--- config.mk ---
export PLATFORM = sky130hd
export DESIGN_NAME = cpu_sequencer_flat
export DESIGN_NICKNAME = d
export VERILOG_FILES = /design/src/rtl/cpu_sequencer_if.sv /design/src/rtl/cpu_sequencer.sv /design/src/flat_wrapper.sv
export SDC_FILE = /design/constraint.sdc
export NUM_CORES = 1
export LEC_CHECK = 0
export CAP_MARGIN = 20
export CORE_MARGIN = 10
export CORE_UTILIZATION = 47
export CTS_CLUSTER_DIAMETER = 30
export CTS_CLUSTER_SIZE = 14
export DETAILED_ROUTE_END_ITERATION = 8
export GPL_TIMING_DRIVEN = 0
export PLACE_DENSITY = 0.77
export SETUP_SLACK_MARGIN = 0.02
export SKIP_CTS_REPAIR_TIMING = 1
export SLEW_MARGIN = 40
export SYNTH_ARGS = -nofsm -noshare
export SYNTH_HDL_FRONTEND = slang
export SYNTH_SLANG_ARGS = --single-unit
--- constraint.sdc ---
create_clock -name clk -period 1.9 [get_ports clk]
set_input_delay 0.285 -clock clk [delete_from_list [all_inputs] [get_ports clk]]
set_output_delay 0.285 -clock clk [all_outputs]
set_load 0.01 [all_outputs]
--- src/rtl/cpu_sequencer_if.sv ---
// Instruction-memory fetch channel between the sequencer (master) and the
// instruction store (slave).
interface cpu_sequencer_if #(
   parameter int PC_W = 8
);
   logic            imem_req;
   logic [PC_W-1:0] imem_addr;
   logic            imem_ack;
   logic [7:0]      imem_data;

   modport master (output imem_req, imem_addr, input imem_ack, imem_data);
   modport slave  (input imem_req, imem_addr, output imem_ack, imem_data);
endinterface

--- src/rtl/cpu_sequencer.sv ---
// Multi-cycle instruction sequencer: fetch / decode / execute / writeback with
// halt-and-resume on a run rising edge and a saturating retired counter.
module cpu_sequencer #(
   parameter int PC_W = 8
) (
   input  logic                   clk,
   input  logic                   rst_n,
   input  logic                   run,
   cpu_sequencer_if.master        imem,
   output logic [7:0]             ir,
   input  logic                   dec_reg_write,
   input  logic                   dec_jump,
   input  logic                   dec_halt,
   output logic                   alu_en,
   output logic                   rf_we,
   output logic                   halted,
   output logic [2:0]             state,
   output logic [15:0]            retired
);

   if (PC_W < 5 || PC_W > 16) begin : g_bad_pc_w
      $error("cpu_sequencer: PC_W must be within 5..16");
   end

   typedef enum logic [2:0] {
      S_IDLE      = 3'd0,
      S_FETCH     = 3'd1,
      S_DECODE    = 3'd2,
      S_EXECUTE   = 3'd3,
      S_WRITEBACK = 3'd4,
      S_HALT      = 3'd5
   } state_t;

   state_t          st_q, st_d;
   logic [PC_W-1:0] pc_q, pc_d;
   logic [7:0]      ir_q, ir_d;
   logic [15:0]     retired_q, retired_d;
   logic            run_q;
   logic            run_rise;
   logic            retire;
   logic            imem_req;

   // run_q follows run in every state, so a level held across HALT entry is no edge
   assign run_rise = run & ~run_q;

   always_ff @(posedge clk or negedge rst_n) begin
      if (!rst_n) begin
         st_q      <= S_IDLE;
         pc_q      <= '0;
         ir_q      <= '0;
         retired_q <= '0;
         run_q     <= 1'b0;
      end else begin
         st_q      <= st_d;
         pc_q      <= pc_d;
         ir_q      <= ir_d;
         retired_q <= retired_d;
         run_q     <= run;
      end
   end

   always_comb begin
      st_d     = st_q;
      pc_d     = pc_q;
      ir_d     = ir_q;
      retire   = 1'b0;
      imem_req = 1'b0;
      alu_en   = 1'b0;
      rf_we    = 1'b0;
      halted   = 1'b0;
      case (st_q)
         S_IDLE: begin
            if (run_rise) st_d = S_FETCH;
         end
         S_FETCH: begin
            imem_req = 1'b1;
            if (imem.imem_ack) begin
               ir_d = imem.imem_data;
               st_d = S_DECODE;
            end
         end
         S_DECODE: begin
            if (dec_halt) begin
               pc_d   = pc_q + PC_W'(1);
               retire = 1'b1;
               st_d   = S_HALT;
            end else if (dec_jump) begin
               st_d = S_WRITEBACK;
            end else begin
               st_d = S_EXECUTE;
            end
         end
         S_EXECUTE: begin
            alu_en = 1'b1;
            st_d   = S_WRITEBACK;
         end
         S_WRITEBACK: begin
            // jumps never write the register file, even if the decoder says so
            rf_we  = dec_reg_write & ~dec_jump;
            pc_d   = dec_jump ? PC_W'(ir_q[4:0]) : pc_q + PC_W'(1);
            retire = 1'b1;
            st_d   = S_FETCH;
         end
         S_HALT: begin
            halted = 1'b1;
            if (run_rise) st_d = S_FETCH;
         end
         default: st_d = S_IDLE;
      endcase
   end

   assign retired_d = (retire && retired_q != 16'hFFFF) ? retired_q + 16'd1 : retired_q;

   assign imem.imem_req  = imem_req;
   assign imem.imem_addr = pc_q;
   assign ir             = ir_q;
   assign state          = st_q;
   assign retired        = retired_q;

endmodule

--- src/flat_wrapper.sv ---
// flat-port wrapper written by rule: the top's interface ports become plain ports
module cpu_sequencer_flat 
#(
   parameter int PC_W = 8
)
  (clk, rst_n, run, ir, dec_reg_write, dec_jump, dec_halt, alu_en, rf_we, halted, state, retired, imem_imem_req, imem_imem_addr, imem_imem_ack, imem_imem_data);
  cpu_sequencer_if #(.PC_W(PC_W)) imem_i ();
  input  logic clk;
  input  logic rst_n;
  input  logic run;
  output logic [7:0] ir;
  input  logic dec_reg_write;
  input  logic dec_jump;
  input  logic dec_halt;
  output logic alu_en;
  output logic rf_we;
  output logic halted;
  output logic [2:0] state;
  output logic [15:0] retired;
  output wire logic [$bits(imem_i.imem_req)-1:0] imem_imem_req;
  output wire logic [$bits(imem_i.imem_addr)-1:0] imem_imem_addr;
  input wire logic [$bits(imem_i.imem_ack)-1:0] imem_imem_ack;
  input wire logic [$bits(imem_i.imem_data)-1:0] imem_imem_data;
  assign imem_imem_req = imem_i.imem_req;
  assign imem_imem_addr = imem_i.imem_addr;
  assign imem_i.imem_ack = imem_imem_ack;
  assign imem_i.imem_data = imem_imem_data;
  cpu_sequencer #(.PC_W(PC_W)) u_core (.clk(clk), .rst_n(rst_n), .run(run), .imem(imem_i), .ir(ir), .dec_reg_write(dec_reg_write), .dec_jump(dec_jump), .dec_halt(dec_halt), .alu_en(alu_en), .rf_we(rf_we), .halted(halted), .state(state), .retired(retired));
endmodule
==> run metrics, run 1 <==
pwr dens=1490 nW/um^2; average wire per cell in the routed design=17.7 um; post-synthesis sequential area ratio=49.0%; Placed Cells=267; f_max=539 MHz; via count=1,549; Iteration-0 DRC Markers=91; first-pass GRT wire length=7980 um; GRT overflow=0; Worst Skew=5.02 ps; multi-input logic area=908 um^2; Clock Path Buffers=2; gr usage total=15.1%; Max FO, Critical Path=6; clock tree sinks=36; Sw Ratio=38.0%; commonest non-fill, non-tap cell in the layout=clkdlybuf4s50_1; WL final=4960 um; Syn Nets=182; dpl hpwl=3770 um; Area growth, synth to finish=42.2%; Max Cap Violations=0; Most used DFF post-synth=dfrtp_1; setup ws final=44.3 ps; P_int=0.00241 W; Leak=1.08 nW; WP data arrival=2030 ps; layout cells sized above 1=17.7%; vias in the first global route=1,596; VDD IR max=0.832 mV; Seq pwr share=36.0%; Post-synth EDFFs=0; Buffers on Ports=53; Skew-Pair Late Insertion Delay=290 ps; Layout Nets=248; Worst Hold Class=input pin to register; utilization after layout=70.4%; die height=82.6 um; antenna violations before repair=0; Final period util=97.7%; Yosys warning count=0; largest area contributor in the netlist=dfrtp_1; status=complete, no violations; Adder-Cell Fraction of Synth Area=1.36%; Core Area=3720 um^2; CP Launch Type=register; ys async rst share=100%; CTS root buffer=clkbuf_8; pre-CTS setup slack=-102 ps; Critical Path End Type=register; post-synthesis cell count=165; largest net degree at the start of global routing=20; First-pass DRT Iterations=4; hold path start=run; Tightest Pin Transition=637 ps; Logic pwr share=49.5%; type of the worst setup path=register to register; Critical Path RT=2080 ps; multiplexer share of the synthesized area=6.87%; Ant. Diodes=0; xor/xnor share of the synthesized area=8.57%; Synth cell types=42; fin crit period=1860 ps; Synth top area share=49.0%; full die area=6820 um^2; combinational family with the most area after synthesis=simple AND/OR/NAND/NOR gates; Reg area=901 um^2; number of fillers in the final layout=293; Final Hold Fails=0; row count=22; Avg Synthesized Cell Area=11.1 um^2; setup TNS=0 ps; non-filler cells, final=280; Max Slew Vio Count=0; DR vias/cell=5.53; initial core utilization=49.5%; DRC=0; I/O Pins=54; number of CTS-inserted buffers=5; Slew HR=57.2%; top post-synthesis cells by area=dfrtp_1 49%, mux2_2 5.5%, xor2_1 5.2%, xnor2_1 3.3%, nand2_1 2.7%; clock share of power=14.6%; Worst Setup SP=u_core.retired[0]; H-tree Lvls=2; GPL Wtd Cong=0.792; number of synthesized register bits=36; synthesized area=1840 um^2; Clock Pin Slew Worst Setup and Hold Paths=70 ps; most frequent cells in the layout=48 x clkdlybuf4s50_1, 36 x dfrtp_1, 13 x nand2_1; Synth Area in Compound Gates=9.46%; P_sw=0.00148 W; Die X=82.6 um; post-synthesis simple-gate area fraction=21.6%; ANT nets after route=0; CTS tree=done; final setup violation count=0; Worst R2R Start=u_core.retired[0]
-- per-stage QoR --
step / cell area [um^2] / hold slack (ps) / power, W
6_report: 2620 / 451 / 0.00389
5_1_grt: 2620 / 479 / 0.00416
4_1_cts: 2540 / -53.6 / 0.00386
3_5_place_dp: 2450 / 261 / 0.00329
3_3_place_gp: 2430 / 490 / 0.00320
2_1_floorplan: 1840 / -10.6 / 0.00232
-- critical path, cell delays in order (launching register included) --
cell	delay, ps
dfrtp_1	390
ha_2	220
nand4_1	180
buf_4	200
nor4_4	340
nor2_2	110
mux2_4	320
-- synth_stat cells, drive strengths merged, types with 2 or more instances --
cell	n
dfrtp	36
nand2	13
xor2	11
mux2	10
o21ai	8
a21oi	7
xnor2	7
nand4	6
nor2	6
nor3	6
nand3	5
nor4	5
buf	4
a2111oi	3
a31oi	3
clkbuf	3
inv	3
nand2b	3
nor3b	3
nor4b	3
a211oi	2
and4	2
ha	2
nor2b	2
or3	2
-- per-layer routing --
metal	vias up	track usage (%)	share of wire [%]
met4	0	6.02	1.6
met3	9	5.40	5.8
li1	735	-	-
met2	36	24.9	52
met5	-	0	0
met1	769	17.5	41
-- worst paths after layout --
check	endpoint	slack, ps	cells past startpoint
worst max-delay path	u_core.retired[1]	40	6
max in group asynchronous	u_core.state[0]	990	3
min in group asynchronous	u_core.retired[6]	460	2
worst min register to register	u_core.imem.imem_addr[3]	510	2
worst min-delay path	u_core.run_q	450	1
worst max register to register	u_core.retired[1]	40	6
-- final cells by class --
cell class,count,area share (%)
clock buffer,8,3.44
inverter,3,0.430
tap,48,2.30
buffer,6,1.63
sequential,36,34.4
multi-input combinational,119,34.7
timing repair buffer,60,23.1
-- cell families after synthesis --
kind of cell,Yosys count
and+or+nand+nor,61
DFF,36
AOI/OAI and AO/OA,27
xor gates and xnor gates,18
muxes,11
buffers and inverters,10
adders and majority gates,2
-- sequential cells by signal, summed over array words and instances (netlist names) --
name / flops
u_core.retired: 16
u_core.imem.imem_addr: 8
u_core.ir: 8
u_core.state: 3
u_core.run_q: 1
-- power groups by stage --
stage	logic, W	registers [W]	clock network, W
after CTS	0.00189	0.00140	0.000573
after floorplan	0.000831	0.00149	0
after detailed placement	0.00188	0.00141	0
after global placement	0.00181	0.00139	0
final	0.00192	0.00140	0.000566
after global routing	0.00211	0.00145	0.000604
Note: power is estimated with default switching activity, not from simulation.
==> inputs of run 2 (changes only) <==
--- a/config.mk
+++ b/config.mk
@@ -13,7 +13,6 @@
 export DETAILED_ROUTE_END_ITERATION = 8
 export GPL_TIMING_DRIVEN = 0
 export PLACE_DENSITY = 0.77
-export SETUP_SLACK_MARGIN = 0.02
 export SKIP_CTS_REPAIR_TIMING = 1
 export SLEW_MARGIN = 40
 export SYNTH_ARGS = -nofsm -noshare
==> run metrics, run 2 (same netlist as run 1, synthesis figures left out) <==
first-pass GRT wire length=7980 um (unchanged); met3 routed WL=317 um (+9.7%); Max FO, Critical Path=4 (-2); Final period util=98.9% (+1.2 points); ANT nets after route=0 (unchanged); Clock Path Buffers=2 (unchanged); CTS root buffer=clkbuf_8; f_max=532 MHz (-1.2%); DR vias/cell=5.68 (+2.6%); RSZ-0062 raised after global routing=yes; pwr dens=1480 nW/um^2 (-0.35%); CP Launch Type=register; Hold WS=454 ps (+2.43 ps); layout cells sized above 1=17.0% (-0.64 points); top sig layer=met4; WP data arrival=2060 ps (+30 ps); Critical Path End Type=register; vias in the first global route=1,596 (unchanged); Leak=1.09 nW (+0.23%); DRC=0 (unchanged); Layout Nets=245 (-1.2%); Final Hold Fails=0 (unchanged); status=complete, no violations; First-pass DRT Iterations=6 (+2); Area growth, synth to finish=41.6%; dpl hpwl=3770 um (unchanged); Core Area=3720 um^2 (unchanged); average wire per cell in the routed design=17.7 um (about the same); Worst Skew=5.04 ps (+0.0205 ps); die height=82.6 um (unchanged); Tightest Pin Transition=643 ps (+5.71 ps); metal2 WL=2530 um (-1.3%); Final Power=0.00385 W (-0.83%); Clock Pin Slew Worst Setup and Hold Paths=70 ps (about the same); Worst Hold Class=input pin to register; commonest non-fill, non-tap cell in the layout=clkdlybuf4s50_1; gr usage total=15.1% (unchanged); setup TNS=0 ps (unchanged); most frequent cells in the layout=48 x clkdlybuf4s50_1, 36 x dfrtp_1, 13 x nand2_1; Max Slew Vio Count=0 (unchanged); non-filler cells, final=277 (-1.1%); GRT overflow=0 (unchanged); Ant. Diodes=0 (unchanged); Die X=82.6 um (unchanged); utilization after layout=70.1% (-0.34 points); H-tree Lvls=2 (unchanged); fin crit period=1880 ps (+22.9 ps); largest net degree at the start of global routing=20 (unchanged); VDD IR max=0.742 mV (-11%); clock tree sinks=36 (unchanged); row count=22 (unchanged); M1 wire length=1980 um (-2.5%); flip-flop count of the largest register after layout=16 (unchanged); initial core utilization=49.5% (unchanged); WL final=4900 um (-1.1%); GPL Wtd Cong=0.792 (unchanged); I/O Pins=54 (unchanged); Iteration-0 DRC Markers=101 (+11%); via count=1,572 (+1.5%); Placed Cells=267 (unchanged); type of the worst setup path=register to register; Buffers on Ports=53 (unchanged); Max Cap Violations=0 (unchanged); Skew-Pair Late Insertion Delay=290 ps (about the same); final setup violation count=0 (unchanged); antenna violations before repair=0 (unchanged); full die area=6820 um^2 (unchanged); Critical Path RT=2080 ps (about the same); number of CTS-inserted buffers=5 (unchanged); Slew HR=56.8% (-0.38 points); r2r setup slk=20 ps (-20 ps); CTS tree=done
## run 2: final timing paths
path,start,end,cells after the start
worst max register to register,u_core.retired[1],u_core.retired[8],4
min in group asynchronous,rst_n,u_core.retired[10],2
worst min-delay path,run,u_core.run_q,1
worst min register to register,u_core.ir[3],u_core.imem.imem_addr[3],2
max in group asynchronous,rst_n,u_core.state[0],3
worst max-delay path,u_core.retired[1],u_core.retired[8],4
## run 2: layout make-up
cell class	count	area [um^2]
buffer	6	42.5
clock buffer	8	90.1
fill	293	1110
inverter	3	11.3
multi-input combinational	119	918
sequential	36	901
tap	48	60.1
timing repair buffer	57	581
## run 2: metrics by stage
stage | worst slack [ps] | cell area, um^2
global placement | -215 | 2430
finish | 21.5 | 2600
global route | -108 | 2600
detailed placement | -102 | 2450
floorplan | 88.3 | 1840
CTS | -342 | 2540
## run 2: layer usage
metal  GRT usage [%]  vias up
met5               0        -
met1            17.5      784
met4            6.02        0
li1                -      728
met2            24.9       51
met3            5.40        9
## run 2: where the power goes
part | switching [W] | internal (W) | total, W
Sequential | 0.000333 | 0.00107 | 0.00140
Clock | 0.000264 | 0.000296 | 0.000559
Combinational | 0.000870 | 0.00102 | 0.00189
## run 2: worst max-delay path, stage by stage (launching register included)
cell and delay [ps]:
dfrtp_1 400, ha_2 220, nand4_1 230, a2111oi_2 530
mux2_2 380
==> inputs of run 3 (changes only) <==
--- a/config.mk
+++ b/config.mk
@@ -18,3 +18,4 @@
 export SYNTH_ARGS = -nofsm -noshare
 export SYNTH_HDL_FRONTEND = slang
 export SYNTH_SLANG_ARGS = --single-unit
+export TNS_END_PERCENT = 1
==> run metrics, run 3 (same netlist as run 1, synthesis figures left out) <==
status=complete, no violations; Worst Skew=3.87 ps (-1.17 ps); Max FO, Critical Path=9 (+5); most frequent cells in the layout=48 x clkdlybuf4s50_1, 32 x dfrtp_1, 13 x nand2_1; Clock Path Buffers=2 (unchanged); Leak=1.06 nW (-2.7%); largest net degree at the start of global routing=20 (unchanged); commonest non-fill, non-tap cell in the layout=clkdlybuf4s50_1; ANT nets after route=0 (unchanged); DRC=0 (unchanged); dpl hpwl=3770 um (unchanged); flip-flop count of the largest register after layout=16 (unchanged); row count=22 (unchanged); CTS root buffer=clkbuf_8; type of the worst setup path=register to register; final setup violation count=0 (unchanged); fin crit period=1850 ps (-30.7 ps); vias in the first global route=1,596 (unchanged); first-pass GRT wire length=7980 um (unchanged); slowest stage delay, CP=560 ps (+30 ps); Critical Path End Type=register; Layout Nets=244 (-0.41%); First-pass DRT Iterations=4 (-2); I/O Pins=54 (unchanged); GRT overflow=0 (unchanged); Reg area=906 um^2 (+0.56%); utilization after layout=69.7% (-0.34 points); WP data arrival=2020 ps (-40 ps); Iteration-0 DRC Markers=96 (-5.0%); H-tree Lvls=2 (unchanged); DR vias/cell=5.57 (-1.8%); Max Cap Violations=0 (unchanged); Buffers on Ports=53 (unchanged); average wire per cell in the routed design=17.7 um (+0.20%); setup ws final=52.1 ps (+30.7 ps); Worst Hold Class=input pin to register; pwr dens=1490 nW/um^2 (+0.66%); Core Area=3720 um^2 (unchanged); clock tree sinks=36 (unchanged); Clock Pin Slew Worst Setup and Hold Paths=70 ps (about the same); Slew HR=57.5% (+0.66 points); multi-input logic area=912 um^2 (-0.68%); Skew-Pair Late Insertion Delay=290 ps (about the same); via count=1,538 (-2.2%); Area growth, synth to finish=40.9%; gr usage total=15.1% (unchanged); CTS tree=done; Max Slew Vio Count=0 (unchanged); full die area=6820 um^2 (unchanged); Hold Path Depth=1 (unchanged); Final Power=0.00386 W (+0.18%); Final period util=97.3% (-1.6 points); number of CTS-inserted buffers=5 (unchanged); initial core utilization=49.5% (unchanged); Ant. Diodes=0 (unchanged); critical path cell sequence=nand4_1 > nor4_4 > nor2_2 > mux2_4; VDD IR max=0.937 mV (+26%); pre-CTS setup slack=-102 ps (unchanged); Final Hold Fails=0 (unchanged); die height=82.6 um (unchanged); CP Launch Type=register; slowest library cell on the worst path=nor4_4; layout cells sized above 1=17.1% (+0.075 points); f_max=541 MHz (+1.7%); Die X=82.6 um (unchanged); antenna violations before repair=0 (unchanged); WL final=4900 um (-0.16%); number of fillers in the final layout=291 (-0.68%); GPL Wtd Cong=0.792 (unchanged); RSZ-0062 raised after global routing=yes; Hold WS=455 ps (+1.72 ps); Critical Path RT=2070 ps (about the same); R2R depth=4 (unchanged); Tightest Pin Transition=633 ps (-9.88 ps)
-- run 3: cell count changes in the layout (fill, tap and decap cells not counted), sizes merged --
| cell | previous run | this run |
|---|---|---|
| buf | 8 | 6 |
| clkbuf | 11 | 12 |
-- run 3: worst paths after layout --
kind / from / to / slack [ps]
max: u_core.retired[6] / u_core.retired[1] / 50
min: run / u_core.run_q / 460
max reg2reg: u_core.retired[6] / u_core.retired[1] / 50
min reg2reg: u_core.ir[6] / u_core.ir[6] / 510
max in group asynchronous: rst_n / u_core.retired[0] / 960
min in group asynchronous: rst_n / u_core.retired[10] / 480
-- run 3: critical path: cells and delay by family (launching register included) --
family / cells / cell delay (ps)
simple gates: 3 / 980
flops: 1 / 430
mux: 1 / 320
-- run 3: area by class of cell --
type | count | share of cell area (%)
multi-input cells | 119 | 35.2
flip-flops and latches | 36 | 35.0
repair buffers | 55 | 21.8
clock buffers | 8 | 3.48
well taps | 48 | 2.32
plain buffers | 7 | 1.79
inverters | 3 | 0.435
-- run 3: metrics by stage --
step | instances | setup TNS [ps] | area, um^2
2_1_floorplan | 165 | 0 | 1840
3_3_place_gp | 266 | -7990 | 2430
3_5_place_dp | 267 | -889 | 2450
4_1_cts | 275 | -534 | 2540
5_1_grt | 276 | -27.2 | 2590
6_report | 276 | 0 | 2590
-- run 3: routing by layer --
| layer | vias up | track usage, % | share of wire [%] |
|---|---|---|---|
| li1 | 726 | - | - |
| met1 | 757 | 17.5 | 40 |
| met2 | 45 | 24.9 | 52 |
| met3 | 10 | 5.40 | 7.0 |
| met4 | 0 | 6.02 | 1.8 |
| met5 | - | 0 | 0 |
-- run 3: power breakdown --
group | internal [W] | switching, W | total [W] | leakage (nW)
clock network | 0.000296 | 0.000263 | 0.000558 | 0.0455
registers | 0.00107 | 0.000346 | 0.00142 | 0.429
logic | 0.00102 | 0.000860 | 0.00188 | 0.583
